[config.mk]
export PLATFORM = sky130hd
export DESIGN_NAME = uart_key_pacer
export DESIGN_NICKNAME = d
export VERILOG_FILES = /design/src/rtl/uart_key_pacer.sv
export SDC_FILE = /design/constraint.sdc
export NUM_CORES = 1
export LEC_CHECK = 0
export CORE_MARGIN = 1.5
export CORE_UTILIZATION = 25
export CTS_CLUSTER_DIAMETER = 200
export CTS_CLUSTER_SIZE = 24
export DETAILED_ROUTE_END_ITERATION = 8
export PLACE_DENSITY = 0.43
export RECOVER_POWER = 25
export SLEW_MARGIN = 30
export SYNTH_ARGS = -nofsm -noshare
export SYNTH_HDL_FRONTEND = slang
export SYNTH_SLANG_ARGS = --single-unit
export TNS_END_PERCENT = 50
[constraint.sdc]
create_clock -name clk -period 7.15 [get_ports clk]
set_input_delay 1.43 -clock clk [delete_from_list [all_inputs] [get_ports clk]]
set_output_delay 1.43 -clock clk [all_outputs]
set_load 0.005 [all_outputs]
[src/rtl/uart_key_pacer.sv]
// uart_key_pacer: FIFO-buffered UART byte pacer that spaces key strobes for the PET keyboard scan.
// Optional CR/LF filter enabled by defining UART_KEY_PACER_LF_FILTER_EN.
module uart_key_pacer #(
  parameter int DEPTH_LOG2 = 4,
  parameter int GAP_CYCLES = 2500000
) (
  input  logic                  clk,
  input  logic                  reset_n,
  input  logic [7:0]            in_data,
  input  logic                  in_strobe,
  input  logic                  hold,
  input  logic                  clr_overflow,
  output logic [7:0]            out_data,
  output logic                  out_strobe,
  output logic [DEPTH_LOG2:0]   level,
  output logic                  overflow
);
  localparam int DEPTH = 1 << DEPTH_LOG2;
  localparam int AW = DEPTH_LOG2;
  localparam int PW = DEPTH_LOG2 + 1;
  localparam int CW = $clog2(GAP_CYCLES + 1);
  localparam logic [CW-1:0] GAP_LOAD = CW'(GAP_CYCLES - 1);
  typedef enum logic {IDLE, GAP} state_t;
  state_t state, state_next;
  logic [7:0] mem [DEPTH];
  logic [PW-1:0] wr_ptr, rd_ptr;
  logic [CW-1:0] cnt;
  logic full, empty, pop, push, drop, discard;
  assign empty = wr_ptr == rd_ptr;
  assign full = (wr_ptr[AW] != rd_ptr[AW]) && (wr_ptr[AW-1:0] == rd_ptr[AW-1:0]);
  assign push = in_strobe && !discard && (!full || pop);
  assign drop = in_strobe && !discard && full && !pop;
`ifdef UART_KEY_PACER_LF_FILTER_EN
  logic [7:0] last;
  assign discard = in_strobe && in_data == 8'h0A && last == 8'h0D;
  // remember the last byte that was not lost to overflow, so an LF right after CR is swallowed once
  always_ff @(posedge clk or negedge reset_n)
    if (!reset_n) last <= 8'h00;
    else if (in_strobe && !drop) last <= in_data;
`else
  assign discard = 1'b0;
`endif
  // issue decision: pop in IDLE when data is waiting and not held; leave GAP when the counter expires
  always_comb begin
    state_next = state;
    pop = 1'b0;
    if (state == IDLE) begin
      pop = !empty && !hold;
      state_next = pop ? GAP : IDLE;
    end else begin
      state_next = (cnt == CW'(1)) ? IDLE : GAP;
    end
  end
  // FSM state register
  always_ff @(posedge clk or negedge reset_n)
    if (!reset_n) state <= IDLE;
    else state <= state_next;
  // gap counter: loaded on issue, counts down through GAP
  always_ff @(posedge clk or negedge reset_n)
    if (!reset_n) cnt <= '0;
    else if (pop) cnt <= GAP_LOAD;
    else if (state == GAP) cnt <= cnt - CW'(1);
  // FIFO pointers and registered fill level
  always_ff @(posedge clk or negedge reset_n)
    if (!reset_n) begin
      wr_ptr <= '0;
      rd_ptr <= '0;
      level <= '0;
    end else begin
      wr_ptr <= push ? wr_ptr + PW'(1) : wr_ptr;
      rd_ptr <= pop ? rd_ptr + PW'(1) : rd_ptr;
      level <= (push && !pop) ? level + PW'(1) : (pop && !push) ? level - PW'(1) : level;
    end
  // FIFO storage; a full-FIFO push only happens alongside a pop, which reads the old head first
  always_ff @(posedge clk)
    if (push) mem[wr_ptr[AW-1:0]] <= in_data;
  // issued byte and its single-cycle strobe; out_data holds between strobes
  always_ff @(posedge clk or negedge reset_n)
    if (!reset_n) begin
      out_strobe <= 1'b0;
      out_data <= 8'h00;
    end else begin
      out_strobe <= pop;
      out_data <= pop ? mem[rd_ptr[AW-1:0]] : out_data;
    end
  // sticky overflow; a new drop takes priority over a clear
  always_ff @(posedge clk or negedge reset_n)
    if (!reset_n) overflow <= 1'b0;
    else if (drop) overflow <= 1'b1;
    else if (clr_overflow) overflow <= 1'b0;
endmodule

==> qor.csv, run 1 <==
stage,metric,value,unit
global_routing,grt_pass1_wl,23760,um
yosys,synth_edf_count,128,
global_routing,overflow,0,
critical_path,cpPeakStageDelay,1.95,ns
min_path,hold_class,reg2reg,
critical_path,critPathKind,in2async,
power_and_ir_drop,p_per_area,335.8,nW/um2
final_layout,syn2layout_area_growth,18.05,%
floorplanning,ioPinCount,28,
yosys,yosys.area.top_type,edfxtp_1,
critical_path,rr_worst_depth,13,
global_routing,grt_usage,10.74,%
sta,fin_skew,0.01491,ns
critical_path,rrSetupSlack,3.47,ns
sta,rsz0062_at_grt,false,
sta,final.min_clock_period,3.746,ns
clocking,hold_buffers,0,
detailed_routing,routed_wl,15320,um
critical_path,slowest_stage,clkbuf_1,
sta,period_share,52.39,%
final_layout,final_cell_count_no_fill,854,
yosys,synth_cell_types,40,
clocking,cts_tree,done,
yosys,netlist_top_cells_count,"128 x edfxtp_1, 48 x dfrtp_1, 32 x mux4_2",
yosys,async_reset_ff_share,27.27,%
detailed_routing,first_pass_iters,4,
yosys,ys_seq_area_share,69.99,%
detailed_routing,drc,0,
clocking,clockRootBuffer,clkbuf_16,
clocking,htreeDepth,4,
detailed_routing,drt_iter0_drc,305,
clocking,cts_setup_buffers,0,
critical_path,cp.buffers_inverters,2,
yosys,syn_area_per_cell,16.42,um2
yosys,yosys.cell_count.top_type,edfxtp_1,
min_path,hold_path.startpoint,level[4]$_DFFE_PN0P_,
floorplanning,initial_core_util,25.66,%
clocking,path_clk_slew,0.07,ns
detailed_routing,dr_total_vias,3783,
yosys,yosysWarnings,0,
power_and_ir_drop,p_leak,2.923,nW
final_layout,design.final.nets,489,
yosys,syn_area,7208,um2
final_layout,n_antenna_cell,0,
critical_path,timing.rr.start,rd_ptr[0]$_DFFE_PN0P_,
sta,drv_slew,49,
yosys,synthCells,439,
clocking,cts.sinks,176,
placement,placed_cells,822,
placement,io_buffers,27,
global_routing,grt_pass1_vias,3964,
final_layout,drive_gt1_share,15.76,%
clocking,clk_latency,0.43,ns
floorplanning,core,28090,um2
min_path,holdPathStages,1,
min_path,hold_path_end,level[4]$_DFFE_PN0P_,
sta,tightest_slew,2.756,ns
yosys,ys_ff_latch,176,
placement,dp_hpwl,9659,um
flow_run,cap_violations,1,
floorplanning,rows,61,
critical_path,r2r_end,level[4]$_DFFE_PN0P_,
detailed_routing,ant_nets,0,
critical_path,arrival,3.47,ns
sta,fin_tns_setup,0,ns
yosys,synth.area.top_cells,"edfxtp_1 53%, dfrtp_1 17%, mux4_2 10%",
critical_path,critPathTopFamily,buffers and inverters,
clocking,ctsResizeCount,0,
clocking,cts_made_buffers,17,
detailed_routing,via_per_inst,4.430,
status,status,"finished, violations left",
global_routing,antenna_found_initial,1,
yosys,syn_nets,465,
critical_path,cp_max_fo,48,
critical_path,cp_cell_sequence,"buf_2, clkbuf_1",
floorplanning,die-area,29860,um2
detailed_routing,wl_per_cell,17.94,um
status,violations,"max-capacitance violations, max-slew violations",
sta,setup_viol,0,
power_and_ir_drop,vdd_drop_max,198.2,uV
floorplanning,die_x,172.8,um
floorplanning,die_y,172.8,um
yosys,yosys_most_used_dff,edfxtp_1,
sta,finalHoldViolCount,0,
critical_path,critPathLaunchType,input port,
sta,fmax,267.0,MHz
clocking,clockBufferDepth,2,
global_routing,grt_max_degree,49,
yosys,netlist.area_leader.share,53.32,%
placement,place.gp.congestion,0.7234,
sta,max_slew_margin,-83.73,%
critical_path,worstPathRequired,6.87,ns
critical_path,cp-end-kind,async pin,
layout make-up:
cell class	count	area, um2
Tap cell	378	473.0
Multi-Input combinational cell	226	2023
Sequential cell	176	5046
Timing Repair Buffer	32	299.0
Clock buffer	17	425.4
Inverter	10	37.54
Clock inverter	15	205.2
Fill cell	2810	19580
worst max-delay path by stage:
stage | startpoint | endpoint | slack (ns) | depth (start not counted)
floorplan | hold | level[4]$_DFFE_PN0P_ | 3.52 | 12
global placement | hold | level[4]$_DFFE_PN0P_ | 3.10 | 13
CTS | rd_ptr[0]$_DFFE_PN0P_ | level[4]$_DFFE_PN0P_ | 3.34 | 13
global route | reset_n | rd_ptr[0]$_DFFE_PN0P_ | 2.72 | 2
finish | reset_n | rd_ptr[0]$_DFFE_PN0P_ | 3.40 | 2
detailed placement | hold | level[4]$_DFFE_PN0P_ | 3.05 | 13
layer usage:
layer | track usage, % | up-vias | part of all wire (%)
met1 | 14.15 | 1957 | 47
met2 | 17.31 | 61 | 49
met5 | 0 | - | 0.085
li1 | - | 1755 | -
met3 | 2.990 | 8 | 3.8
met4 | 3.043 | 2 | 0.79
where the power goes:
part,switching (mW),internal (mW)
logic,0.286,0.271
clock network,0.449,0.509
registers,0.0944,1.25
total,0.829,2.03
flip-flops by register name (all words and copies together), names as in the netlist:
register    cells
mem           128
cnt            22
out_data        8
level           5
rd_ptr          5
wr_ptr          5
out_strobe      1
overflow        1
state           1
cells by family after synthesis:
logic type	Yosys count	synth area share, %
flops	176	69.99
mux	35	10.41
xor+xnor	17	2.066
buf+inv	37	2.014
fa+ha+maj	13	2.361
simple gates	96	7.308
compound gates	65	5.850
per-stage QoR:
| step | area, um2 | total power, mW | setup WS (ns) | hold WS (ns) | utilization, % |
|---|---|---|---|---|---|
| 2_1_floorplan | 7208 | 1.729 | 3.521 | 0.4415 | - |
| 3_3_place_gp | 7878 | 1.911 | 3.105 | 0.4586 | 28.05 |
| 3_5_place_dp | 7883 | 1.938 | 3.045 | 0.4683 | 28.06 |
| 4_1_cts | 8513 | 2.902 | 3.339 | 0.4793 | 30.31 |
| 5_1_grt | 8509 | 3.008 | 2.720 | 0.4883 | 30.30 |
| 6_report | 8509 | 2.857 | 3.404 | 0.4775 | 30.30 |
placed cells by master (no fill, tap or decap), types with 3 or more instances in the layout:
cell,Yosys,routed
o21ai_0,8,8
a21oi_1,21,21
buf_4,0,4
nor2b_1,5,5
ha_1,12,12
dfrtp_1,48,47
nor3_1,15,14
clkbuf_16,0,17
nand3_1,9,9
clkdlybuf4s50_1,0,23
nor2_1,12,12
inv_1,10,10
a21o_1,8,8
edfxtp_1,128,128
or4_1,5,5
xnor2_1,9,9
nand2_1,17,17
inv_8,0,3
clkinv_8,0,6
dlygate4sd3_1,0,3
xor2_1,8,8
nor4_1,3,3
inv_6,0,3
mux4_2,32,32
mux2i_1,3,3
a22oi_1,17,17
and3_1,15,15
or3_1,5,5
No activity file was read; power rests on OpenSTA's default activity.
==> run 2: changes to the inputs <==
Settings changed: PLACE_DENSITY 0.43 to 0.45.
Clock period 7.15 ns to 3.4 ns, I/O delays scaled along.
==> qor.csv, run 2 (synthesized netlist as in run 1, its figures left out) <==
stage,metric,value,unit,change
detailed_routing,via_per_inst,4.516,,+2.0%
floorplanning,die-area,29860,um2,unchanged
power_and_ir_drop,p_leak,2.931,nW,+0.27%
detailed_routing,drt_iter0_drc,242,,-21%
detailed_routing,first_pass_iters,5,,+1
sta,tightest_slew,1.263,ns,-1.493 ns
critical_path,critPathKind,reg2reg,,
detailed_routing,met1_length,7179,um,+0.67%
sta,fin_skew,0.01501,ns,+0.0001036 ns
critical_path,cp_cell_sequence,"xor2_1, nor4_1, buf_4, a211o_1, ha_1, inv_1, ha_1, nor2b_1, o21a_1, or3_1, a21oi_1, xor2_1",,
global_routing,grt_pass1_wl,24550,um,+3.3%
critical_path,cpPeakStageDelay,0.44,ns,-1.51 ns
clocking,htreeDepth,4,,unchanged
final_layout,design.final.nets,493,,+0.82%
detailed_routing,wl_met3,613,um,+4.8%
sta,period_share,86.93,%,
clocking,cts_tree,done,,
placement,dp_hpwl,9696,um,+0.39%
sta,rsz0062_at_grt,false,,
power_and_ir_drop,clkPwrFrac,33.6,%,about the same
power_and_ir_drop,p_per_area,708.3,nW/um2,+110%
sta,max_slew_margin,15.83,%,+100 points
critical_path,cp-end-kind,register,,
min_path,holdPathStages,1,,unchanged
critical_path,cp_max_fo,5,,-90%
sta,fin_tns_setup,0,ns,unchanged
final_layout,largest_register_ffs,128,,unchanged
global_routing,overflow,0,,unchanged
critical_path,slowest_stage,dfrtp_1,,
placement,place.gp.congestion,0.7607,,+5.2%
detailed_routing,ant_nets,0,,unchanged
clocking,cts_made_buffers,17,,unchanged
sta,finalHoldViolCount,0,,unchanged
sta,final.min_clock_period,2.956,ns,
placement,dp_slack,0.2445,ns,-2.801 ns
detailed_routing,wl_per_cell,18.23,um,+1.6%
clocking,ctsResizeCount,0,,unchanged
min_path,hold_path.startpoint,cnt[13]$_DFFE_PN0P_,,
final_layout,final_common_cell,edfxtp_1,,
global_routing,antenna_found_initial,3,,+2
clocking,cts_setup_buffers,0,,unchanged
critical_path,r2r_end,level[4]$_DFFE_PN0P_,,
power_and_ir_drop,p_seq_share,46.7,%,-0.3 points
detailed_routing,drc,0,,unchanged
critical_path,critPathTopFamily,simple AND/OR/NAND/NOR gates,,
final_layout,n_antenna_cell,0,,unchanged
sta,drv_slew,0,,-100%
sta,setup_ws,0.4443,ns,-2.960 ns
global_routing,grt_max_degree,36,,-27%
critical_path,cp.buffers_inverters,2,,unchanged
power_and_ir_drop,switching_share,29.16,%,+0.13 points
sta,setup_viol,0,,unchanged
detailed_routing,top_layer_used,met5,,
final_layout,postLayoutCoreUtil,30.31,%,about the same
final_layout,syn2layout_area_growth,18.09,%,about the same
clocking,hold_buffers,0,,unchanged
floorplanning,die_x,172.8,um,unchanged
critical_path,rrSetupSlack,0.44,ns,-3.03 ns
clocking,clockBufferDepth,2,,unchanged
critical_path,critPathLaunchType,register,,
clocking,clk_latency,0.44,ns,about the same
clocking,path_clk_slew,0.07,ns,about the same
power_and_ir_drop,vdd_drop_max,329.1,uV,+66%
final_layout,final_cell_mix,"128 x edfxtp_1, 47 x dfrtp_1, 32 x mux4_2, 22 x clkdlybuf4s50_1, 21 x a21oi_1",,
floorplanning,ioPinCount,28,,unchanged
critical_path,arrival,3.31,ns,-0.16 ns
placement,io_buffers,27,,unchanged
power_and_ir_drop,comb_power_share,19.7,%,+0.2 points
flow_run,cap_violations,0,,-1
status,status,"finished, final reports clean",,
clocking,cts.sinks,176,,unchanged
final_layout,drive_gt1_share,15.63,%,-0.13 points
sta,fmax,338.3,MHz,
min_path,hold_class,reg2reg,,
floorplanning,rows,61,,unchanged
critical_path,worstPathRequired,3.75,ns,-3.12 ns
floorplanning,initial_core_util,25.66,%,unchanged
power_and_ir_drop,p_sw,1.758,mW,+110%
detailed_routing,wl_met2,7607,um,+1.8%
floorplanning,die_y,172.8,um,unchanged
global_routing,grt_pass1_vias,4122,,+4.0%
clocking,clockRootBuffer,clkbuf_16,,
floorplanning,core,28090,um2,unchanged
power_and_ir_drop,internal-power,4.271,mW,+110%
detailed_routing,dr_total_vias,3875,,+2.4%
min_path,hold_path_end,cnt[13]$_DFFE_PN0P_,,
critical_path,rr_worst_depth,12,,-1
critical_path,timing.rr.start,wr_ptr[1]$_DFFE_PN0P_,,
global_routing,grt_usage,11.06,%,+0.32 points
detailed_routing,routed_wl,15640,um,+2.1%
run 2: changes by cell type in the layout (fill, tap and decap cells not counted), sizes merged:
cell	before	now
clkinv	8	4
clkbuf	18	21
inv	16	19
buf	5	7
clkdlybuf4s50	23	22
dlygate4sd3	3	4
run 2: final cells by class:
type                            instances  area [um2]
Tap cell                              378       473.0
Multi-Input combinational cell        226        2018
Timing Repair Buffer                   36       324.1
Fill cell                            2830       19580
Inverter                               10       37.54
Clock buffer                           18       429.2
Clock inverter                         14       183.9
Sequential cell                       176        5046
run 2: worst max path at each step:
stage	cells after the start	end	slack, ns	from
floorplan	13	level[4]$_DFFE_PN0P_	0.13	rd_ptr[0]$_DFFE_PN0P_
global placement	12	level[4]$_DFFE_PN0P_	0.29	hold
detailed placement	12	level[4]$_DFFE_PN0P_	0.24	hold
CTS	12	level[4]$_DFFE_PN0P_	0.40	wr_ptr[1]$_DFFE_PN0P_
global route	12	level[4]$_DFFE_PN0P_	0.22	wr_ptr[0]$_DFFE_PN0P_
finish	12	level[4]$_DFFE_PN0P_	0.44	wr_ptr[1]$_DFFE_PN0P_
run 2: through the flow:
stage	hold WS [ns]	area (um2)	power (mW)	std cells
6_report	0.4708	8512	6.029	858
4_1_cts	0.2341	8521	6.120	858
3_3_place_gp	0.4557	7908	4.039	826
2_1_floorplan	0.3844	7208	3.637	439
3_5_place_dp	0.4639	7908	4.078	826
5_1_grt	0.5122	8512	6.370	858
run 2: power by group through the flow:
stage | Sequential (mW) | Clock (mW) | Combinational [mW]
2_1_floorplan | 2.80 | 0 | 0.839
3_3_place_gp | 2.85 | 0 | 1.19
3_5_place_dp | 2.86 | 0 | 1.21
4_1_cts | 2.82 | 2.08 | 1.22
5_1_grt | 2.86 | 2.17 | 1.34
6_report | 2.82 | 2.02 | 1.19
run 2: metal layers:
layer	vias to the layer above	global-route usage, %
met5	-	0
met4	6	3.551
met3	18	3.012
met2	58	17.67
met1	2031	14.59
li1	1762	-
